**config.mk**
```make
export PLATFORM = sky130hd
export DESIGN_NAME = wbs_ctrl
export DESIGN_NICKNAME = d
export VERILOG_FILES = /design/src/rtl/wbs_ctrl.sv
export SDC_FILE = /design/constraint.sdc
export NUM_CORES = 1
export LEC_CHECK = 0
export BUFFER_PORTS_ARGS = -buffer_cell sky130_fd_sc_hd__buf_2
export CAP_MARGIN = 15
export CORE_AREA = 2 2 361 363
export CTS_CLUSTER_DIAMETER = 150
export CTS_CLUSTER_SIZE = 20
export DETAILED_ROUTE_END_ITERATION = 10
export DIE_AREA = 0 0 363 365
export PLACE_DENSITY_LB_ADDON = 0.12
export REMOVE_ABC_BUFFERS = 1
export SYNTH_ARGS = -nofsm -noshare
export SYNTH_HDL_FRONTEND = slang
export SYNTH_SLANG_ARGS = --single-unit
export TNS_END_PERCENT = 100
```
**constraint.sdc**
```tcl
create_clock -name wb_clk_i -period 7.6 [get_ports wb_clk_i]
set_input_delay 0.76 -clock wb_clk_i [delete_from_list [all_inputs] [get_ports wb_clk_i]]
set_output_delay 0.76 -clock wb_clk_i [all_outputs]
set_load 0.005 [all_outputs]
```
**src/rtl/wbs_ctrl.sv**
```systemverilog
// rtl/wbs_ctrl.sv - Wishbone slave bridging register, query, leaf and node memories
module wbs_ctrl #(
    parameter int DATA_WIDTH = 11,
    parameter int LEAF_SIZE  = 8,
    parameter int PATCH_SIZE = 5,
    parameter int ROW_SIZE   = 24,
    parameter int COL_SIZE   = 17,
    parameter int K          = 4,
    parameter int NUM_LEAVES = 64,
    parameter int NUM_QUERYS = ROW_SIZE * COL_SIZE,
    parameter int QW         = $clog2(NUM_QUERYS),
    parameter int LW         = $clog2(NUM_LEAVES)
) (
    input  logic                               wb_clk_i,
    input  logic                               rst_n,
    input  logic                               wbs_stb_i,
    input  logic                               wbs_cyc_i,
    input  logic                               wbs_we_i,
    input  logic [3:0]                         wbs_sel_i,
    input  logic [31:0]                        wbs_dat_i,
    input  logic [31:0]                        wbs_adr_i,
    output logic                               wbs_ack_o,
    output logic [31:0]                        wbs_dat_o,
    output logic                               wbs_mode,
    output logic                               wbs_debug,
    output logic                               wbs_qp_mem_csb0,
    output logic                               wbs_qp_mem_web0,
    output logic [QW-1:0]                      wbs_qp_mem_addr0,
    output logic [PATCH_SIZE*DATA_WIDTH-1:0]   wbs_qp_mem_wpatch0,
    input  logic [PATCH_SIZE*DATA_WIDTH-1:0]   wbs_qp_mem_rpatch0,
    output logic [LEAF_SIZE-1:0]               wbs_leaf_mem_csb0,
    output logic [LEAF_SIZE-1:0]               wbs_leaf_mem_web0,
    output logic [LW-1:0]                      wbs_leaf_mem_addr0,
    output logic [63:0]                        wbs_leaf_mem_wleaf0,
    input  logic [64*LEAF_SIZE-1:0]            wbs_leaf_mem_rleaf0,
    output logic                               wbs_node_mem_web,
    output logic [31:0]                        wbs_node_mem_addr,
    output logic [31:0]                        wbs_node_mem_wdata,
    input  logic [31:0]                        wbs_node_mem_rdata
);

    localparam int PW = PATCH_SIZE * DATA_WIDTH;
    localparam int LB = $clog2(LEAF_SIZE);
    localparam logic [7:0] RGN_REG   = 8'h30;
    localparam logic [7:0] RGN_QUERY = 8'h31;
    localparam logic [7:0] RGN_LEAF  = 8'h32;
    localparam logic [7:0] RGN_NODE  = 8'h34;

    typedef enum logic [1:0] {S_IDLE, S_ISSUE, S_CAPTURE, S_ACK} state_t;

    state_t            state_q, state_d;
    logic [31:0]       adr_q, adr_d;
    logic              we_q, we_d;
    logic              mode_q, mode_d, debug_q, debug_d;
    logic [31:0]       hold_q, hold_d, dat_q, dat_d;
    logic [QW-1:0]     qp_addr_q, qp_addr_d;
    logic [PW-1:0]     qp_wdata_q, qp_wdata_d;
    logic [LW-1:0]     leaf_addr_q, leaf_addr_d;
    logic [63:0]       leaf_wdata_q, leaf_wdata_d;
    logic [31:0]       node_addr_q, node_addr_d, node_wdata_q, node_wdata_d;

    logic              accept, issue, qp_hit, leaf_hit;
    logic [7:0]        rgn_i, rgn_q;
    logic [LB-1:0]     bank_q;
    logic [LEAF_SIZE-1:0] bank_oh;
    logic [63:0]       rleaf_sel;
    logic              unused_ok;

    assign rgn_i     = wbs_adr_i[31:24];
    assign rgn_q     = adr_q[31:24];
    assign bank_q    = adr_q[LB:1];
    assign bank_oh   = {{(LEAF_SIZE-1){1'b0}}, 1'b1} << bank_q;
    assign rleaf_sel = wbs_leaf_mem_rleaf0[{bank_q, 6'b0} +: 64];
    assign accept    = (state_q == S_IDLE) && wbs_cyc_i && wbs_stb_i && !wbs_ack_o;
    assign unused_ok = &{1'b0, wbs_sel_i, K[0]};

    always_comb begin
        state_d      = state_q;
        adr_d        = adr_q;
        we_d         = we_q;
        mode_d       = mode_q;
        debug_d      = debug_q;
        hold_d       = hold_q;
        dat_d        = dat_q;
        qp_addr_d    = qp_addr_q;
        qp_wdata_d   = qp_wdata_q;
        leaf_addr_d  = leaf_addr_q;
        leaf_wdata_d = leaf_wdata_q;
        node_addr_d  = node_addr_q;
        node_wdata_d = node_wdata_q;
        case (state_q)
            S_IDLE: begin
                if (accept) begin
                    state_d = S_ISSUE;
                    adr_d   = wbs_adr_i;
                    we_d    = wbs_we_i;
                    // Address/data registers are loaded here so they are stable for the whole ISSUE cycle.
                    case (rgn_i)
                        RGN_REG: begin
                            if (wbs_we_i && wbs_adr_i[23:0] == 24'd0) mode_d = wbs_dat_i[0];
                            if (wbs_we_i && wbs_adr_i[23:0] == 24'd1) debug_d = wbs_dat_i[0];
                        end
                        RGN_QUERY: begin
                            qp_addr_d = wbs_adr_i[QW:1];
                            if (wbs_we_i && !wbs_adr_i[0]) hold_d = wbs_dat_i;
                            if (wbs_we_i && wbs_adr_i[0])  qp_wdata_d = {wbs_dat_i[PW-33:0], hold_q};
                        end
                        RGN_LEAF: begin
                            leaf_addr_d = wbs_adr_i[LB+LW:LB+1];
                            if (wbs_we_i && !wbs_adr_i[0]) hold_d = wbs_dat_i;
                            if (wbs_we_i && wbs_adr_i[0])  leaf_wdata_d = {wbs_dat_i, hold_q};
                        end
                        RGN_NODE: begin
                            node_addr_d = {8'h0, wbs_adr_i[23:0]};
                            if (wbs_we_i) node_wdata_d = wbs_dat_i;
                        end
                        default: ;
                    endcase
                end
            end
            S_ISSUE: state_d = we_q ? S_ACK : S_CAPTURE;
            S_CAPTURE: begin
                state_d = S_ACK;
                case (rgn_q)
                    RGN_REG: begin
                        if (adr_q[23:0] == 24'd0)      dat_d = {31'b0, mode_q};
                        else if (adr_q[23:0] == 24'd1) dat_d = {31'b0, debug_q};
                        else                           dat_d = 32'b0;
                    end
                    RGN_QUERY: dat_d = adr_q[0] ? {{(64-PW){1'b0}}, wbs_qp_mem_rpatch0[PW-1:32]}
                                                : wbs_qp_mem_rpatch0[31:0];
                    RGN_LEAF:  dat_d = adr_q[0] ? rleaf_sel[63:32] : rleaf_sel[31:0];
                    RGN_NODE:  dat_d = wbs_node_mem_rdata;
                    default:   dat_d = 32'b0;
                endcase
            end
            S_ACK:   state_d = S_IDLE;
            default: state_d = S_IDLE;
        endcase
    end

    always_ff @(posedge wb_clk_i or negedge rst_n) begin
        if (!rst_n) begin
            state_q      <= S_IDLE;
            adr_q        <= '0;
            we_q         <= 1'b0;
            mode_q       <= 1'b0;
            debug_q      <= 1'b0;
            hold_q       <= '0;
            dat_q        <= '0;
            qp_addr_q    <= '0;
            qp_wdata_q   <= '0;
            leaf_addr_q  <= '0;
            leaf_wdata_q <= '0;
            node_addr_q  <= '0;
            node_wdata_q <= '0;
        end else begin
            state_q      <= state_d;
            adr_q        <= adr_d;
            we_q         <= we_d;
            mode_q       <= mode_d;
            debug_q      <= debug_d;
            hold_q       <= hold_d;
            dat_q        <= dat_d;
            qp_addr_q    <= qp_addr_d;
            qp_wdata_q   <= qp_wdata_d;
            leaf_addr_q  <= leaf_addr_d;
            leaf_wdata_q <= leaf_wdata_d;
            node_addr_q  <= node_addr_d;
            node_wdata_q <= node_wdata_d;
        end
    end

    // A lower-half write only fills the holding register, so it never strobes a memory.
    assign issue    = (state_q == S_ISSUE);
    assign qp_hit   = issue && (rgn_q == RGN_QUERY) && (!we_q || adr_q[0]);
    assign leaf_hit = issue && (rgn_q == RGN_LEAF) && (!we_q || adr_q[0]);

    assign wbs_qp_mem_csb0     = !qp_hit;
    assign wbs_qp_mem_web0     = !(qp_hit && we_q);
    assign wbs_leaf_mem_csb0   = ~({LEAF_SIZE{leaf_hit}} & bank_oh);
    assign wbs_leaf_mem_web0   = ~({LEAF_SIZE{leaf_hit && we_q}} & bank_oh);
    assign wbs_node_mem_web    = !(issue && (rgn_q == RGN_NODE) && we_q);

    assign wbs_ack_o           = (state_q == S_ACK);
    assign wbs_dat_o           = dat_q;
    assign wbs_mode            = mode_q;
    assign wbs_debug           = debug_q;
    assign wbs_qp_mem_addr0    = qp_addr_q;
    assign wbs_qp_mem_wpatch0  = qp_wdata_q;
    assign wbs_leaf_mem_addr0  = leaf_addr_q;
    assign wbs_leaf_mem_wleaf0 = leaf_wdata_q;
    assign wbs_node_mem_addr   = node_addr_q;
    assign wbs_node_mem_wdata  = node_wdata_q;

endmodule

```
==> implementation parameters, run 1 <==
Parameter                              Value

Critical path
  Type of element capturing the critical path ... output pin
  Chain of cells forming the critical path ... nor4b_1 -> nand4_1 -> nor3_4 -> nand2_1 -> buf_2
  Crit path kind ... flop to output pin
  Crit path buffers/inverters ... 1
  Kind of cell with the highest combined delay on the critical path ... simple AND/OR/NAND/NOR gates
  Crit path depth ... 5
  Largest fanout on the critical path ... 13
  Data required time at the worst endpoint ... 6.84 ns
  Startpoint class of the critical path ... flop
  CP max stage cell ... sky130_fd_sc_hd__nor3_4
  Worst Path Arrival ... 4.02 ns
  Largest stage delay on the critical path ... around 1 ns
  Logic depth of the worst register-to-register path ... 9

Finish
  Multi-input gate area in the final layout ... 8040 µm²
  Post-route design area ... 22800 µm²
  Post-route non-filler standard cell count ... approximately 3600
  Fillers ... between 10000 and 15000
  Sequential Area ... between 7000 and 8000 µm²
  Final layout net count ... 2625
  Final core occ ... between 15 and 20%
  Layout overhead on the synthesized area ... 45.1%
  Commonest cells after routing, fill and taps aside ... 910 x sky130_fd_sc_hd__buf_2, 287 x sky130_fd_sc_hd__dfrtp_1, 222 x sky130_fd_sc_hd__mux2_2, 128 x sky130_fd_sc_hd__mux4_2, 75 x sky130_fd_sc_hd__a22oi_1
  Leading cell type in the layout, fill and taps excluded ... sky130_fd_sc_hd__buf_2
  Fraction of final layout cells sized beyond drive strength 1 ... between 60% and 70%

GRT
  Wire length of the first global-routing pass ... roughly 130000 µm
  Largest net degree at the start of global routing ... ~130
  Met2 Usage GRT ... 22.3%
  Total GRT Usage ... 13.6%
  Grt total ovfl ... 0
  GR Util met3 ... 5.02%
  Most used routing layer ... met2
  GRT met1 Usage ... approximately 17%
  Via count of the first global-routing pass ... 15300
  Number of antenna violations at the first check in global routing ... 43

Drt
  Total Routed Length ... between 90000 and 100000 µm
  Vias after detailed routing ... ~14000
  Total DRC errors in the routed layout ... 0
  Drt first-iter violations ... 726
  Via/cell ratio ... slightly below 4
  Router iterations before antenna repair ... 5
  DRT antenna net count ... 0
  Routed length per instance ... ~26 µm

CTS
  Clock tree from TritonCTS ... built
  CTS-repair resized insts ... 0
  Clock network latency to the later pin of the worst-skew pair ... about 0.56 ns
  CTS HTree Levels ... 1
  Clock buffer depth ... 3
  CTS sink cnt ... around 290
  Setup bufs post-CTS ... 0
  Clock-pin slew reported for the worst setup and hold paths after clock tree synthesis ... approximately 0.1 ns
  Quantity of hold-fixing buffers added after cts ... 0
  Number of buffers inserted during clock tree synthesis ... 20
  Clock root buffer ... sky130_fd_sc_hd__clkbuf_16

Floorplan
  Number of placement rows ... between 100 and 150
  Top-level I/O count ... 924
  Initial core utilization ... between 10% and 20%
  Die ar. ... 132000 µm²
  Area of the core ... approximately 130000 µm²
  Die extent in x ... between 300 and 400 µm
  Vertical extent of the die ... 365 µm

Timing
  Final Hold Fails ... 0
  Share of the cycle needed by the critical path after routing ... between 60% and 70%
  Fin worst setup slack ... between 2 and 3 ns
  Total negative setup slack ... 0 ns
  Worst-case clock skew ... 0.0258 ns
  Crit path time final ... 4.78 ns
  Slew @ Worst Pin ... roughly 1.0 ns
  Hold Worst Slack ... 0.313 ns
  Relative slew slack ... 30.0%
  FMAX ... between 0.2 and 0.25 GHz
  Final number of max-transition violations ... 0
  RSZ-0062 raised after global routing ... no
  Number of endpoints failing setup at the final stage ... 0

Synthesis
  Part of the Yosys area used for sequential elements ... between 40% and 50%
  Yosys warnings ... 0
  Post-synthesis sequential element count ... 291
  Synth Area per Inst ... ~15 µm²
  Gate count of the mapped netlist ... approximately 1100
  Post-Syn Area ... between 15000 and 20000 µm²
  Distinct cell type count of the synthesized netlist ... 42

Place
  Instance count after placement with tap cells included ... around 3600
  Worst setup timing slack at the placement stage ... 3.10 ns
  Placer congestion estimate ... a little over 0.9
  Sum of net half-perimeters after detailed placement ... between 70000 and 80000 µm
  I/O Buffers ... about 910
  Placement-stage cell area ... 22200 µm²

Outcome
  Run status ... finished, final reports clean

Pwr
  Power per unit of standard cell area ... about 240 nW/µm²
  P_leak ... approximately 11 nW
  Worst ir drop on vdd ... roughly 0.22 mV
  Total Power ... between 5 and 6 mW

Job
  Max-cap violations ... 0

Hold path
  Worst hold-check path type ... input pin to asynchronous set/reset pin
## sequential cells by signal, indices dropped and copies added, names as in the netlist
register	flops
hold_q	32
we_q	1
wbs_node_mem_addr	24
wbs_node_mem_wdata	32
wbs_debug	1
wbs_mode	1
adr_q	32
wbs_qp_mem_addr0	9
state_q	2
wbs_dat_o	32
wbs_qp_mem_wpatch0	55
wbs_leaf_mem_wleaf0	64
wbs_leaf_mem_addr0	6
## cell usage after synthesis
cell                          n  area, µm²
sky130_fd_sc_hd__xor2_1       1       8.76
sky130_fd_sc_hd__buf_6        5       56.3
sky130_fd_sc_hd__nor2_8       1       20.0
sky130_fd_sc_hd__nand4b_4     1       23.8
sky130_fd_sc_hd__o31ai_1      1       7.51
sky130_fd_sc_hd__nand4_1      8       50.1
sky130_fd_sc_hd__nor4_4       2       42.5
sky130_fd_sc_hd__and2_1       1       6.26
sky130_fd_sc_hd__o22a_1       3       26.3
sky130_fd_sc_hd__nor2_1      30        113
sky130_fd_sc_hd__a21oi_1     17       85.1
sky130_fd_sc_hd__mux2i_1      6       60.1
sky130_fd_sc_hd__dfrtp_1    291       7280
sky130_fd_sc_hd__nand4bb_1    1       11.3
sky130_fd_sc_hd__mux4_2     128       2880
sky130_fd_sc_hd__nand3b_2     1       11.3
sky130_fd_sc_hd__nor2_4       1       11.3
sky130_fd_sc_hd__and3_1       1       6.26
sky130_fd_sc_hd__a221oi_1     6       52.6
sky130_fd_sc_hd__ha_1         4       50.1
sky130_fd_sc_hd__mux2_2     222       2500
sky130_fd_sc_hd__buf_2       20        100
sky130_fd_sc_hd__buf_1       20       75.1
sky130_fd_sc_hd__inv_1        5       18.8
sky130_fd_sc_hd__buf_4       14        105
sky130_fd_sc_hd__nand3b_1     2       15.0
sky130_fd_sc_hd__nand3_1     13       65.1
sky130_fd_sc_hd__or2_2        1       6.26
sky130_fd_sc_hd__nor3b_2      1       12.5
sky130_fd_sc_hd__o21ai_0     10       50.1
sky130_fd_sc_hd__conb_1       1       3.75
sky130_fd_sc_hd__a211oi_1     7       52.6
sky130_fd_sc_hd__nand2_1     36        135
sky130_fd_sc_hd__nor3b_1      2       15.0
sky130_fd_sc_hd__nor3_1       3       15.0
sky130_fd_sc_hd__mux2_1      59        664
sky130_fd_sc_hd__a221o_1     25        250
sky130_fd_sc_hd__nor4b_1      1       8.76
sky130_fd_sc_hd__a22oi_1     75        563
sky130_fd_sc_hd__nor4_1      11       68.8
sky130_fd_sc_hd__clkbuf_1    35        131
sky130_fd_sc_hd__nor2b_1     11       68.8
## power by group
group / internal, mW / switching [mW]
registers: 1.67 / 0.185
clock network: 0.515 / 0.638
logic: 1.17 / 1.37
## routing by layer
| metal | vias up | wire length, µm | part of all wire (%) |
|---|---|---|---|
| met3 | 125 | 9150 | 9.8 |
| met5 | - | 211 | 0.22 |
| met4 | 32 | 2640 | 2.8 |
| met1 | 7325 | 37800 | 40 |
| li1 | 5982 | - | - |
| met2 | 635 | 44000 | 47 |
## cells by family after synthesis
| group | after synthesis | synth area share, % |
|---|---|---|
| compound gates | 144 | 6.91 |
| xor+xnor | 1 | 0.0557 |
| fa+ha+maj | 4 | 0.318 |
| buf+inv | 99 | 3.09 |
| flops | 291 | 46.3 |
| mux | 415 | 38.8 |
| other cells | 1 | 0.0238 |
| simple gates | 128 | 4.49 |
## path summary, 6_finish.rpt
path | from | endpoint | slack, ns
worst min-delay path | rst_n | wbs_node_mem_wdata[18] | 0.31
worst max-delay path | adr_q[30] | wbs_leaf_mem_csb0[4] | 2.82
min in group wb_clk_i | wbs_dat_i[26] | wbs_leaf_mem_wleaf0[58] | 0.44
worst max register to register | state_q[0] | wbs_qp_mem_wpatch0[3] | 3.26
worst min register to register | wbs_qp_mem_wpatch0[21] | wbs_qp_mem_wpatch0[21] | 0.49
max in group asynchronous | rst_n | adr_q[1] | 5.88
## cell type report
type                       instances  share of cell area, %
multi-input combinational        700                   35.2
sequential                       291                   32.0
timing repair buffer             931                   20.8
tap                             1675                   9.18
clock buffer                      23                   2.34
clock inverter                     5                  0.258
antenna                           11                  0.121
inverter                           5                 0.0822
Power figures use the tool's default switching activity.
==> run 2: changes to the inputs <==
--- a/config.mk
+++ b/config.mk
@@ -7,11 +7,11 @@
 export LEC_CHECK = 0
 export BUFFER_PORTS_ARGS = -buffer_cell sky130_fd_sc_hd__buf_2
 export CAP_MARGIN = 15
-export CORE_AREA = 2 2 361 363
+export CORE_AREA = 2 2 362 364
 export CTS_CLUSTER_DIAMETER = 150
 export CTS_CLUSTER_SIZE = 20
 export DETAILED_ROUTE_END_ITERATION = 10
-export DIE_AREA = 0 0 363 365
+export DIE_AREA = 0 0 364 366
 export PLACE_DENSITY_LB_ADDON = 0.12
 export REMOVE_ABC_BUFFERS = 1
 export SYNTH_ARGS = -nofsm -noshare
==> constraint.sdc (replaced) <==
create_clock -name wb_clk_i -period 4.05 [get_ports wb_clk_i]
set_input_delay 0.405 -clock wb_clk_i [delete_from_list [all_inputs] [get_ports wb_clk_i]]
set_output_delay 0.405 -clock wb_clk_i [all_outputs]
set_load 0.005 [all_outputs]
==> implementation parameters, run 2 (synthesis gave the netlist of run 1 again) <==
Parameter                              Value

Critical path
  FF-to-FF setup slack ... 0.93 ns
  Destination of the worst register-to-register timing path ... wbs_dat_o[0]
  Largest fanout on the critical path ... 13
  Launch instance of the worst register-to-register path ... adr_q[1]
  Logic depth of the worst register-to-register path ... 5
  Crit path kind ... flop to output pin
  Worst Path Arrival ... 3.37 ns
  Startpoint class of the critical path ... flop
  First element of the critical path ... adr_q[27]
  Chain of cells forming the critical path ... nor4b_1 -> nand4_1 -> buf_4 -> nor3_2 -> nand4_1 -> buf_2
  Largest stage delay on the critical path ... between 0.6 and 0.7 ns
  Crit path to ... wbs_leaf_mem_web0[7]
  Type of element capturing the critical path ... output pin
  Crit path buffers/inverters ... 2
  Kind of cell with the highest combined delay on the critical path ... simple AND/OR/NAND/NOR gates
  CP max stage cell ... sky130_fd_sc_hd__nor4b_1
  Data required time at the worst endpoint ... between 3 and 4 ns
  Crit path depth ... 6
  Most frequent cell on the critical path ... sky130_fd_sc_hd__nand4_1

Timing
  FMAX ... about 0.27 GHz
  Crit path time final ... approximately 3.8 ns
  Slew @ Worst Pin ... between 1 and 1.5 ns
  RSZ-0062 raised after global routing ... no
  Share of the cycle needed by the critical path after routing ... between 90% and 100%
  Final Hold Fails ... 0
  Relative slew slack ... between 30% and 40%
  Worst-case clock skew ... 0.0222 ns
  Final number of max-transition violations ... 0
  Hold Worst Slack ... around 0.095 ns
  Number of endpoints failing setup at the final stage ... 0
  Total negative setup slack ... 0 ns

GRT
  Total GRT Usage ... between 10 and 15%
  Via count of the first global-routing pass ... about 15000
  Wire length of the first global-routing pass ... approximately 130000 µm
  Number of antenna violations at the first check in global routing ... 26
  Largest net degree at the start of global routing ... between 100 and 150
  Grt total ovfl ... 0

Drt
  Router iterations before antenna repair ... 5
  Routed length per instance ... between 20 and 30 µm
  Vias after detailed routing ... 14100
  Via/cell ratio ... ~3.8
  Drt first-iter violations ... about 650
  Total Routed Length ... roughly 94000 µm
  Total DRC errors in the routed layout ... 0
  DRT antenna net count ... 0

Finish
  Final layout net count ... 2652
  Fraction of final layout cells sized beyond drive strength 1 ... between 60% and 70%
  Commonest cells after routing, fill and taps aside ... 910 x sky130_fd_sc_hd__buf_2, 287 x sky130_fd_sc_hd__dfrtp_1, 222 x sky130_fd_sc_hd__mux2_2, 128 x sky130_fd_sc_hd__mux4_2, 75 x sky130_fd_sc_hd__a22oi_1
  Post-route design area ... 23100 µm²
  Flip-flop count of the largest register, all copies and words added ... 64
  Layout overhead on the synthesized area ... 46.9%
  Leading cell type in the layout, fill and taps excluded ... sky130_fd_sc_hd__buf_2

Hold path
  Cell count of the worst hold path ... 2
  Worst hold-check path type ... input pin to flop

Pwr
  P_leak ... 11.4 nW
  Total Power ... just over 10 mW
  Worst ir drop on vdd ... 0.258 mV
  Power per unit of standard cell area ... between 400 and 500 nW/µm²

Place
  I/O Buffers ... between 900 and 1000
  Sum of net half-perimeters after detailed placement ... 78400 µm
  Placer congestion estimate ... about 0.93
  Placement-stage cell area ... 22500 µm²

Job
  Max-cap violations ... 0

Floorplan
  Die extent in x ... approximately 360 µm
  Die ar. ... 133000 µm²
  Initial core utilization ... 12.2%
  Top-level I/O count ... 924
  Number of placement rows ... around 130
  Area of the core ... 129000 µm²
  Vertical extent of the die ... ~370 µm

CTS
  Clock root buffer ... sky130_fd_sc_hd__clkbuf_16
  Clock tree from TritonCTS ... built
  Clock buffer depth ... 3
  Number of buffers inserted during clock tree synthesis ... 19
  CTS sink cnt ... roughly 290
  Setup bufs post-CTS ... 0
  Clock network latency to the later pin of the worst-skew pair ... about 0.56 ns
  Clock-pin slew reported for the worst setup and hold paths after clock tree synthesis ... about 0.10 ns
  CTS HTree Levels ... 1

Outcome
  Run status ... finished, final reports clean
==> run 2: cell count changes in the layout (fill, tap and decap cells not counted), moves of 2 or more <==
cell	before	now
sky130_fd_sc_hd__clkbuf_16	21	19
sky130_fd_sc_hd__buf_12	3	8
sky130_fd_sc_hd__inv_8	2	0
sky130_fd_sc_hd__inv_6	1	4
sky130_fd_sc_hd__buf_4	17	39
==> run 2: where the power goes <==
group	internal, mW	switching, mW	total [mW]
sequential	3.14	0.454	3.59
clock	0.871	1.13	2.01
combinational	2.28	2.51	4.79
==> run 2: final cells by class <==
cell class / instances / area, µm²
fill: 14400 / 106000
multi-input combinational: 700 / 8020
sequential: 291 / 7290
timing repair buffer: 959 / 5030
tap: 1742 / 2180
clock buffer: 21 / 483
clock inverter: 5 / 43.8
antenna: 12 / 30.0
inverter: 5 / 18.8
==> run 2: worst min path at each step <==
stage | from | to
floorplan | rst_n | adr_q[0]
global placement | wbs_leaf_mem_wleaf0[62] | wbs_leaf_mem_wleaf0[62]
detailed placement | wbs_leaf_mem_wleaf0[58] | wbs_leaf_mem_wleaf0[58]
CTS | wbs_dat_i[26] | wbs_leaf_mem_wleaf0[58]
global route | wbs_dat_i[26] | wbs_leaf_mem_wleaf0[58]
finish | wbs_dat_i[26] | wbs_leaf_mem_wleaf0[58]
==> run 2: per-layer routing <==
metal,up-vias,global-route usage (%),wire [µm]
met2,583,23.3,45700
li1,6027,-,-
met1,7425,16.9,39200
met4,18,2.33,1650
met3,82,3.68,7420
met5,-,0,114
==> run 2: through the flow <==
stage / worst slack [ns] / instances / util, %
final: 0.277 / 3735 / 17.9
after global placement: 0.475 / 3696 / 17.5
after CTS: 0.220 / 3723 / 17.9
after global routing: 0.101 / 3727 / 17.9
after floorplan: -1.66 / 996 / -
after detailed placement: 0.576 / 3696 / 17.5
==> run 2: repair_timing <==
item	4_1_cts	5_1_grt
hold buffers	1	0
endpoints found under the setup margin	1	0
resized for setup	1	0
hold endpoints to repair	59	0
==> run 2: worst register-to-register path: cells and delay by family (launching register included) <==
kind,cells,cell delay [ns]
DFF,1,1.05
AOI/OAI and AO/OA,3,1.03
muxes,1,0.76
and+or+nand+nor,1,0.15
==> run 3: changes to the inputs <==
--- a/config.mk
+++ b/config.mk
@@ -7,11 +7,11 @@
 export LEC_CHECK = 0
 export BUFFER_PORTS_ARGS = -buffer_cell sky130_fd_sc_hd__buf_2
 export CAP_MARGIN = 15
-export CORE_AREA = 2 2 362 364
+export CORE_AREA = 10 10 349 351
 export CTS_CLUSTER_DIAMETER = 150
 export CTS_CLUSTER_SIZE = 20
 export DETAILED_ROUTE_END_ITERATION = 10
-export DIE_AREA = 0 0 364 366
+export DIE_AREA = 0 0 359 361
 export PLACE_DENSITY_LB_ADDON = 0.12
 export REMOVE_ABC_BUFFERS = 1
 export SYNTH_ARGS = -nofsm -noshare
==> implementation parameters, run 3 (synthesis gave the netlist of run 1 again) <==
Parameter                              Value

Timing
  Crit path time final ... 3.17 ns
  Share of the cycle needed by the critical path after routing ... ~78%
  FMAX ... around 0.32 GHz
  Worst-case clock skew ... 0.0183 ns
  Total negative setup slack ... 0 ns
  Slew @ Worst Pin ... between 1 and 1.5 ns
  Number of endpoints failing setup at the final stage ... 0
  Final number of max-transition violations ... 0
  Final Hold Fails ... 0
  Relative slew slack ... about a quarter
  Hold Worst Slack ... about 0.11 ns
  RSZ-0062 raised after global routing ... no
  Fin worst setup slack ... 0.876 ns

Finish
  Fraction of final layout cells sized beyond drive strength 1 ... around two thirds
  Fillers ... 12700
  Leading cell type in the layout, fill and taps excluded ... sky130_fd_sc_hd__buf_2
  Final layout net count ... roughly 2600
  Commonest cells after routing, fill and taps aside ... 910 x sky130_fd_sc_hd__buf_2, 287 x sky130_fd_sc_hd__dfrtp_1, 222 x sky130_fd_sc_hd__mux2_2, 128 x sky130_fd_sc_hd__mux4_2, 75 x sky130_fd_sc_hd__a22oi_1
  Layout overhead on the synthesized area ... 45.0%
  Final core occ ... 19.8%
  Flip-flop count of the largest register, all copies and words added ... 64

Hold path
  Hold path startpoint ... wbs_dat_i[26]
  Endpoint with the worst hold slack ... wbs_leaf_mem_wleaf0[58]
  Worst hold-check path type ... input pin to flop
  Cell count of the worst hold path ... 2

CTS
  CTS sink cnt ... about 290
  Clock tree from TritonCTS ... built
  CTS-repair resized insts ... 0
  Number of buffers inserted during clock tree synthesis ... 19
  CTS HTree Levels ... 1
  Clock root buffer ... sky130_fd_sc_hd__clkbuf_16
  Clock buffer depth ... 3
  Clock network latency to the later pin of the worst-skew pair ... between 0.5 and 0.6 ns
  Clock-pin slew reported for the worst setup and hold paths after clock tree synthesis ... about 0.10 ns

Place
  Sum of net half-perimeters after detailed placement ... ~82000 µm
  Worst setup timing slack at the placement stage ... a little under 0.9 ns
  Placer congestion estimate ... slightly below 0.9
  I/O Buffers ... slightly above 900

Critical path
  Destination of the worst register-to-register timing path ... wbs_qp_mem_wpatch0[30]
  Logic depth of the worst register-to-register path ... 9
  Worst Path Arrival ... between 2 and 3 ns
  Largest fanout on the critical path ... 13
  Launch instance of the worst register-to-register path ... state_q[0]
  Data required time at the worst endpoint ... between 3 and 4 ns
  Type of element capturing the critical path ... output pin
  FF-to-FF setup slack ... 1.00 ns
  Crit path kind ... flop to output pin
  Startpoint class of the critical path ... flop

GRT
  Grt total ovfl ... 0
  Total GRT Usage ... between 10% and 20%
  Via count of the first global-routing pass ... roughly 16000
  Wire length of the first global-routing pass ... roughly 130000 µm
  Largest net degree at the start of global routing ... 108
  Number of antenna violations at the first check in global routing ... 21

Floorplan
  Die extent in x ... 359 µm
  Die ar. ... about 130000 µm²
  Number of placement rows ... ~130
  Initial core utilization ... 13.7%
  Top-level I/O count ... approximately 900
  Vertical extent of the die ... 361 µm
  Area of the core ... around 120000 µm²

Drt
  Via/cell ratio ... 4.03
  Vias after detailed routing ... ~14000
  Drt first-iter violations ... 872
  Router iterations before antenna repair ... 5
  Total Routed Length ... between 90000 and 100000 µm
  Total DRC errors in the routed layout ... 0
  DRT antenna net count ... 0
  Routed length per instance ... around 28 µm

Job
  Max-cap violations ... 0

Pwr
  Worst ir drop on vdd ... ~0.19 mV
  P_leak ... around 11 nW
  Power per unit of standard cell area ... 451 nW/µm²

Outcome
  Run status ... finished, final reports clean
==> run 3: changes by cell type in the layout (fill, tap and decap cells not counted), sizes merged <==
cell    previous run  this run
buf              958       955
clkbuf            21        23
diode             12        13
inv                9         8
==> run 3: how the worst max path moves through the flow <==
stage          startpoint                      to  slack (ns)  cells after the start
6_report        adr_q[27]    wbs_leaf_mem_web0[5]        0.88                      7
5_1_grt         adr_q[27]    wbs_leaf_mem_web0[4]        0.67                      7
4_1_cts        state_q[0]   wbs_qp_mem_wpatch0[1]        0.82                      9
3_5_place_dp   state_q[0]  wbs_qp_mem_wpatch0[14]        0.87                      9
3_3_place_gp   state_q[0]   wbs_qp_mem_wpatch0[1]        0.91                      9
2_1_floorplan    adr_q[1]           wbs_dat_o[23]       -1.66                      5
==> run 3: cell type report <==
type	instances	area [µm²]	area share [%]
Antenna cell	13	32.5	0.143
Clock buffer	23	500	2.19
Clock inverter	4	33.8	0.148
Inverter	5	18.8	0.0823
Multi-Input combinational cell	700	8030	35.2
Sequential cell	291	7290	32.0
Tap cell	1524	1910	8.36
Timing Repair Buffer	956	5000	21.9
==> run 3: worst max-delay path, cell delays in order, from the launching register on <==
cell and delay [ns]:
sky130_fd_sc_hd__dfrtp_1 0.39, sky130_fd_sc_hd__nor4b_1 0.70, sky130_fd_sc_hd__nand4_1 0.16, sky130_fd_sc_hd__buf_4 0.27
sky130_fd_sc_hd__nor3_1 0.18, sky130_fd_sc_hd__buf_4 0.21, sky130_fd_sc_hd__nand3_1 0.10, sky130_fd_sc_hd__buf_2 0.19
==> run 3: layer usage <==
| layer | vias up | GRT usage (%) | wire [µm] |
|---|---|---|---|
| li1 | 6025 | - | - |
| met1 | 7432 | 17.4 | 39500 |
| met2 | 620 | 25.1 | 48400 |
| met3 | 88 | 3.64 | 6780 |
| met4 | 16 | 2.81 | 2090 |
| met5 | - | 0 | 96 |
==> run 3: what timing repair did <==
action | in CTS | in global routing
buffers inserted | 0 | 0
hold buffers | 1 | 0
hold endpoints to repair | 56 | 0
==> run 3: through the flow <==
| step | power, mW | std cells | instance area (µm²) |
|---|---|---|---|
| global route | 11.0 | 3505 | 22800 |
| CTS | 10.6 | 3503 | 22800 |
| finish | 10.3 | 3516 | 22800 |
| detailed placement | 8.48 | 3475 | 22200 |
| global placement | 8.47 | 3475 | 22200 |
| floorplan | 6.67 | 996 | 15300 |
==> run 3: power breakdown <==
part           total [mW]  switching [mW]  internal [mW]
Clock                2.00            1.11          0.891
Sequential           3.64           0.499           3.14
Combinational        4.64            2.38           2.26
